## config.mk

```make
export PLATFORM = sky130hd
export DESIGN_NAME = ov7670_fifo_ctrl
export DESIGN_NICKNAME = d
export VERILOG_FILES = /design/src/rtl/ov7670_fifo_ctrl.sv
export SDC_FILE = /design/constraint.sdc
export NUM_CORES = 1
export LEC_CHECK = 0
export ABC_CLOCK_PERIOD_IN_PS = 2950
export BUFFER_PORTS_ARGS = -buffer_cell sky130_fd_sc_hd__buf_2
export CORE_MARGIN = 2
export CORE_UTILIZATION = 60
export CTS_BUF_LIST = sky130_fd_sc_hd__clkbuf_8
export DETAILED_ROUTE_END_ITERATION = 8
export PLACE_DENSITY = 0.82
export REMOVE_ABC_BUFFERS = 1
export SETUP_SLACK_MARGIN = 0.5
export SLEW_MARGIN = 0
export SYNTH_ARGS = -nofsm -noshare
export SYNTH_HDL_FRONTEND = slang
export SYNTH_SLANG_ARGS = --single-unit
```

## constraint.sdc

```tcl
create_clock -name CLK -period 2.95 [get_ports CLK]
set_clock_uncertainty 0.1 [all_clocks]
set_input_delay 0.1475 -clock CLK [delete_from_list [all_inputs] [get_ports CLK]]
set_output_delay 0.1475 -clock CLK [all_outputs]
set_load 0.005 [all_outputs]
```

## src/rtl/ov7670_fifo_ctrl.sv

```systemverilog
// Frame-capture sequencer for an OV7670 camera backed by an AL422B frame FIFO.
// Opens the FIFO write window for exactly one frame between two VSYNC rising
// edges, then drains the stored frame through the FIFO read port and packs
// byte pairs into 16-bit RGB565 pixels on a valid/ready stream.
//
// Stream handshake: PIX_VALID rises when a new pixel is loaded into PIX_DATA
// and stays high, with PIX_DATA frozen, until a cycle where PIX_VALID and
// PIX_READY are both high; the pixel transfers on that rising CLK edge.
// PIX_VALID never depends combinationally on PIX_READY.
module ov7670_fifo_ctrl #(
  parameter int H_PIX   = 320,
  parameter int V_LINES = 240,
  parameter int CNT_W   = $clog2(H_PIX * V_LINES)
) (
  input  logic        CLK,
  input  logic        RST_N,
  input  logic        START,
  input  logic        OV_VS,
  input  logic [7:0]  OV_DATA,
  output logic        OV_WRST,
  output logic        OV_WREN,
  output logic        OV_RRST,
  output logic        OV_RCLK,
  output logic [15:0] PIX_DATA,
  output logic        PIX_VALID,
  input  logic        PIX_READY,
  output logic        FRAME_DONE,
  output logic        BUSY,
  output logic [2:0]  DBG_STATE
);

  localparam int NPIX = H_PIX * V_LINES;
  localparam logic [CNT_W-1:0] LAST_IDX = CNT_W'(NPIX - 1);

  typedef enum logic [2:0] {
    S_IDLE    = 3'd0,
    S_WAIT_VS = 3'd1,
    S_WRST    = 3'd2,
    S_WRITE   = 3'd3,
    S_RRST    = 3'd4,
    S_READ    = 3'd5,
    S_DONE    = 3'd6
  } state_t;

  state_t           r_state;
  logic [1:0]       r_sub;
  logic [1:0]       r_phase;
  logic [CNT_W-1:0] r_cnt;
  logic             r_last;
  logic [7:0]       r_hi;
  logic             r_vs_s1, r_vs_s2, r_vs_s3;
  logic             r_wrst, r_wren, r_rrst, r_rclk;
  logic [15:0]      r_pix_data;
  logic             r_pix_valid, r_frame_done, r_busy;

  state_t           w_nxt;
  logic [1:0]       w_sub_nxt;
  logic [1:0]       w_phase_nxt;
  logic [CNT_W-1:0] w_cnt_nxt;
  logic             w_last_nxt;
  logic [7:0]       w_hi_nxt;
  logic [15:0]      w_pix_data_nxt;
  logic             w_pix_valid_nxt;
  logic             w_wrst_nxt, w_wren_nxt, w_rrst_nxt, w_rclk_nxt;
  logic             w_frame_done_nxt, w_busy_nxt;
  logic             w_vs_rise, w_accept, w_slot_free;

  // VSYNC edge seen on the synchronized copy; the third flop holds its history
  assign w_vs_rise   = r_vs_s2 & ~r_vs_s3;
  assign w_accept    = r_pix_valid & PIX_READY;
  assign w_slot_free = ~r_pix_valid | PIX_READY;

  // State register plus every registered output and datapath flop
  always_ff @(posedge CLK or negedge RST_N) begin
    if (!RST_N) begin
      r_state      <= S_IDLE;
      r_sub        <= 2'd0;
      r_phase      <= 2'd0;
      r_cnt        <= '0;
      r_last       <= 1'b0;
      r_hi         <= 8'd0;
      r_vs_s1      <= 1'b0;
      r_vs_s2      <= 1'b0;
      r_vs_s3      <= 1'b0;
      r_wrst       <= 1'b1;
      r_wren       <= 1'b0;
      r_rrst       <= 1'b1;
      r_rclk       <= 1'b1;
      r_pix_data   <= 16'd0;
      r_pix_valid  <= 1'b0;
      r_frame_done <= 1'b0;
      r_busy       <= 1'b0;
    end else begin
      r_state      <= w_nxt;
      r_sub        <= w_sub_nxt;
      r_phase      <= w_phase_nxt;
      r_cnt        <= w_cnt_nxt;
      r_last       <= w_last_nxt;
      r_hi         <= w_hi_nxt;
      r_vs_s1      <= OV_VS;
      r_vs_s2      <= r_vs_s1;
      r_vs_s3      <= r_vs_s2;
      r_wrst       <= w_wrst_nxt;
      r_wren       <= w_wren_nxt;
      r_rrst       <= w_rrst_nxt;
      r_rclk       <= w_rclk_nxt;
      r_pix_data   <= w_pix_data_nxt;
      r_pix_valid  <= w_pix_valid_nxt;
      r_frame_done <= w_frame_done_nxt;
      r_busy       <= w_busy_nxt;
    end
  end

  // Next-state decode and the sub-cycle counter used to time WRST and RRST
  always_comb begin
    w_nxt = r_state;
    case (r_state)
      S_IDLE:    if (START) w_nxt = S_WAIT_VS;
      S_WAIT_VS: if (!START) w_nxt = S_IDLE;
                 else if (w_vs_rise) w_nxt = S_WRST;
      S_WRST:    if (r_sub == 2'd1) w_nxt = S_WRITE;
      S_WRITE:   if (w_vs_rise) w_nxt = S_RRST;
      S_RRST:    if (r_sub == 2'd3) w_nxt = S_READ;
      S_READ:    if (r_last && w_accept) w_nxt = S_DONE;
      S_DONE:    w_nxt = START ? S_WAIT_VS : S_IDLE;
      default:   w_nxt = S_IDLE;
    endcase
    w_sub_nxt = (w_nxt != r_state) ? 2'd0 : r_sub + 2'd1;
  end

  // Pixel fetch: four-phase RCLK cycle, byte capture and output slot update
  always_comb begin
    w_phase_nxt     = r_phase;
    w_cnt_nxt       = r_cnt;
    w_last_nxt      = r_last;
    w_hi_nxt        = r_hi;
    w_pix_data_nxt  = r_pix_data;
    w_pix_valid_nxt = r_pix_valid;
    if (r_state == S_READ) begin
      w_pix_valid_nxt = r_pix_valid & ~PIX_READY;
      case (r_phase)
        2'd0: if (!r_last && w_slot_free) w_phase_nxt = 2'd1;
        2'd1: begin
          w_hi_nxt    = OV_DATA;
          w_phase_nxt = 2'd2;
        end
        2'd2: w_phase_nxt = 2'd3;
        default: begin
          // A load wins over acceptance; the slot was freed before phase 1
          w_pix_data_nxt  = {r_hi, OV_DATA};
          w_pix_valid_nxt = 1'b1;
          w_phase_nxt     = 2'd0;
          if (r_cnt == LAST_IDX) begin
            w_cnt_nxt  = '0;
            w_last_nxt = 1'b1;
          end else begin
            w_cnt_nxt = r_cnt + CNT_W'(1);
          end
        end
      endcase
    end
    if (w_nxt != S_READ) begin
      w_phase_nxt     = 2'd0;
      w_cnt_nxt       = '0;
      w_last_nxt      = 1'b0;
      w_hi_nxt        = 8'd0;
      w_pix_data_nxt  = 16'd0;
      w_pix_valid_nxt = 1'b0;
    end
  end

  // Output decode from the next state so every output leaves a flop
  always_comb begin
    w_wrst_nxt       = (w_nxt != S_WRST);
    w_wren_nxt       = (w_nxt == S_WRITE);
    w_rrst_nxt       = (w_nxt != S_RRST);
    w_frame_done_nxt = (w_nxt == S_DONE);
    w_busy_nxt       = (w_nxt != S_IDLE);
    w_rclk_nxt       = 1'b1;
    if (w_nxt == S_RRST) w_rclk_nxt = w_sub_nxt[0];
    else if (w_nxt == S_READ) w_rclk_nxt = w_phase_nxt[0];
  end

  assign OV_WRST    = r_wrst;
  assign OV_WREN    = r_wren;
  assign OV_RRST    = r_rrst;
  assign OV_RCLK    = r_rclk;
  assign PIX_DATA   = r_pix_data;
  assign PIX_VALID  = r_pix_valid;
  assign FRAME_DONE = r_frame_done;
  assign BUSY       = r_busy;
  assign DBG_STATE  = r_state;

endmodule

```

==> results.md <==
- Status: complete, no violations
- RSZ-0062 raised after global routing: no
- Clk buf depth: 2
- Main flop type after synthesis: dfrtp_1
- R2R Setup Slk: approximately 0.61 ns
- Max-cap violation count: 0
- Drt pass-1 iters: 5
- P per Cell Area: 690 nW/um^2
- Hold Path End: FRAME_DONE$_DFF_PN0_
- Clock transition at the registers of the reported paths: around 0.07 ns
- R2R Path Start: r_sub[0]$_DFF_PN0_
- Synthesized area: 3040 sq um
- Pre-CTS setup slack: between 0.6 and 0.7 ns
- Hold Slack: 0.0327 ns
- Htree depth: 3
- YS warnings: 0
- Worst R2R End: r_cnt[3]$_DFFE_PN0P_
- Kind of critical path: reg -> reg
- Largest net degree at the start of global routing: 51
- I/O pin total: 39
- Crit Path Max Fanout: 18
- Hold wc startpoint: PIX_READY
- Synth top area share: 0.460
- Clock root cell: clkbuf_8
- Number of routed nets with antenna violations: 0
- GRT Total Usage: 0.272
- Max Freq: 427 MHz
- Clock latency on the worst-skew pair: roughly 0.35 ns
- FP Rows: 25
- Vias in the first global route: 2370
- Nets: 353
- Initial DRC Count: around 200
- Placer Congestion: just over 0.9
- Via count: 2505
- Drt wl/cell: 17.1 um
- Initial antenna violation count: 0
- Reg2Reg Depth: 7
- Syn Inst Count: 288
- Final setup vio count: 0
- Placed Area: 3240 sq um
- Yosys top cell by area: dfrtp_1
- Avg Cell Area, Syn: 10.6 sq um
- Slew HR: 0.277
- Max VDD drop: 0.000515 V
- Fin Setup TNS: 0 ns
- Sequential area share after synthesis: 0.486
- DIE WIDTH: ~75 um
- Starting Density: 0.632
- Hold Path Depth: 3
- CTS buffer count: 9
- Period Utilization, post-route: 0.793
- Number of buffers added on ports: 38
- First-pass GRT wire length: 11.5 mm
- Postcts setup bufs: 0
- Slew Limit Fails: 0
- Die Ht: 75.2 um
- Die Area: 5660 sq um
- Synth top area cells: dfrtp_1 46%, a22o_1 4.3%, nand2_1 3.2%
- Grt total ovfl: 0
- CTS tree: built
- Critical Path Sink Type: flip-flop
- Number of synthesized flops with an enable pin: 0
- Distinct cells, synth: 64
- Final hold vios: 0
- Share of cells above drive strength 1: 0.251
- Crit path required time: just over 3 ns
- Design Area, Final: 3550 sq um
- Routed vias/inst: ~6
- Asr flop ratio synth: 1.00
- Worst-Margin Slew: 1.08 ns
- Post-Route WL: just under 7 mm
- Area grow syn2layout: 16.7%
- Final WS setup: 0.611 ns
- Dpl hpwl: 4.60 mm
- Synth Register Bits: 59
- Antenna Cells: 0
- Min cycle time layout: 2.34 ns
- CP Launch Type: flip-flop
- Sink Count: 59
- Leakage: around 1.6 nW
- Worst EP arrival: roughly 2.5 ns
- Power, Total: 2.45 mW
- DR DRC count: 0
- HP Class: in -> reg
- CORE AREA: about 4800 sq um
-- cells in the final DEF (no fill, tap or decap), drive strengths merged, types with 6 or more instances in the layout --
master       netlist  routed
dfrtp             56      56
nand3             13      13
clkbuf             3       9
and3               7       7
ha                 6       6
dlygate4sd3        0      10
nor2              13      13
inv               13      14
nand2             27      27
a22o              15      15
a21oi             20      20
nor3               7       7
nand4              8       8
o21ai             11      11
buf               12      40
-- per-layer routing --
layer  part of all wire  global-route usage  vias to the layer above
met5                  0                   0                        -
met3              0.055              0.0562                       20
li1                   -                   -                     1167
met1               0.43               0.373                     1223
met2               0.49               0.428                       95
met4              0.025               0.107                        0
-- cells in the mapped netlist, drive strengths merged (7+ instances only) --
cell type	instances
a21oi	20
nor2	13
buf	12
and3	7
inv	13
nand4	8
nand3	13
nor3	7
a22o	15
o21ai	11
nand2	27
dfrtp	56
-- worst max path at each step --
stage	depth (start not counted)	to	slack (ns)	start
after floorplan	6	r_cnt[14]$_DFFE_PN0P_	0.67	r_phase[0]$_DFF_PN0_
after global placement	6	r_cnt[3]$_DFFE_PN0P_	0.75	DBG_STATE[1]$_DFF_PN0_
after detailed placement	5	r_cnt[12]$_DFFE_PN0P_	0.65	DBG_STATE[0]$_DFF_PN0_
after CTS	5	r_cnt[12]$_DFFE_PN0P_	0.62	DBG_STATE[0]$_DFF_PN0_
after global routing	7	r_cnt[12]$_DFFE_PN0P_	0.54	r_sub[0]$_DFF_PN0_
final	7	r_cnt[3]$_DFFE_PN0P_	0.61	r_sub[0]$_DFF_PN0_
-- repair_timing --
action	CTS	global route
setup endpoints to repair	0	5
hold endpoints to repair	63	0
hold buffers	10	0
gates resized for setup	0	3
-- critical path: stages, from the launching register on --
cell	delay, ns
dfrtp_1	0.42
ha_1	0.26
mux2i_1	0.23
mux2_4	0.22
o221a_4	0.34
inv_4	0.15
a31oi_4	0.30
o21ba_2	0.21
-- cells by family after synthesis --
kind of cell	Yosys count	synth area share
simple gates	96	0.173
compound gates	92	0.242
flops	59	0.486
buf+inv	28	0.0489
mux	7	0.0255
fa+ha+maj	6	0.0247
-- metrics by stage --
stage / utilization / instances
detailed placement: 0.672 / 380
floorplan: - / 273
finish: 0.737 / 406
CTS: 0.734 / 406
global placement: 0.672 / 380
global route: 0.737 / 406
-- state kept, by name, summed over array words and instances, names as in the netlist, 2 cells and up --
| signal | count |
|---|---|
| DBG_STATE | 3 |
| PIX_DATA | 16 |
| r_cnt | 17 |
| r_hi | 8 |
| r_phase | 2 |
| r_sub | 2 |
-- final cells by class --
cell class | count | area, sq um
inverters | 13 | 51.3
well taps | 67 | 83.8
flip-flops and latches | 59 | 1480
clock buffers | 9 | 124
clock inverters | 7 | 76.3
multi-input cells | 201 | 1430
fillers | 344 | 1260
repair buffers | 50 | 305
-- where the power goes --
| group | internal (mW) | total, mW | switching [mW] |
|---|---|---|---|
| registers | 0.884 | 0.968 | 0.0835 |
| clock network | 0.393 | 0.737 | 0.344 |
| logic | 0.257 | 0.747 | 0.490 |
| total | 1.53 | 2.45 | 0.917 |
Note: power is estimated with default switching activity, not from simulation.
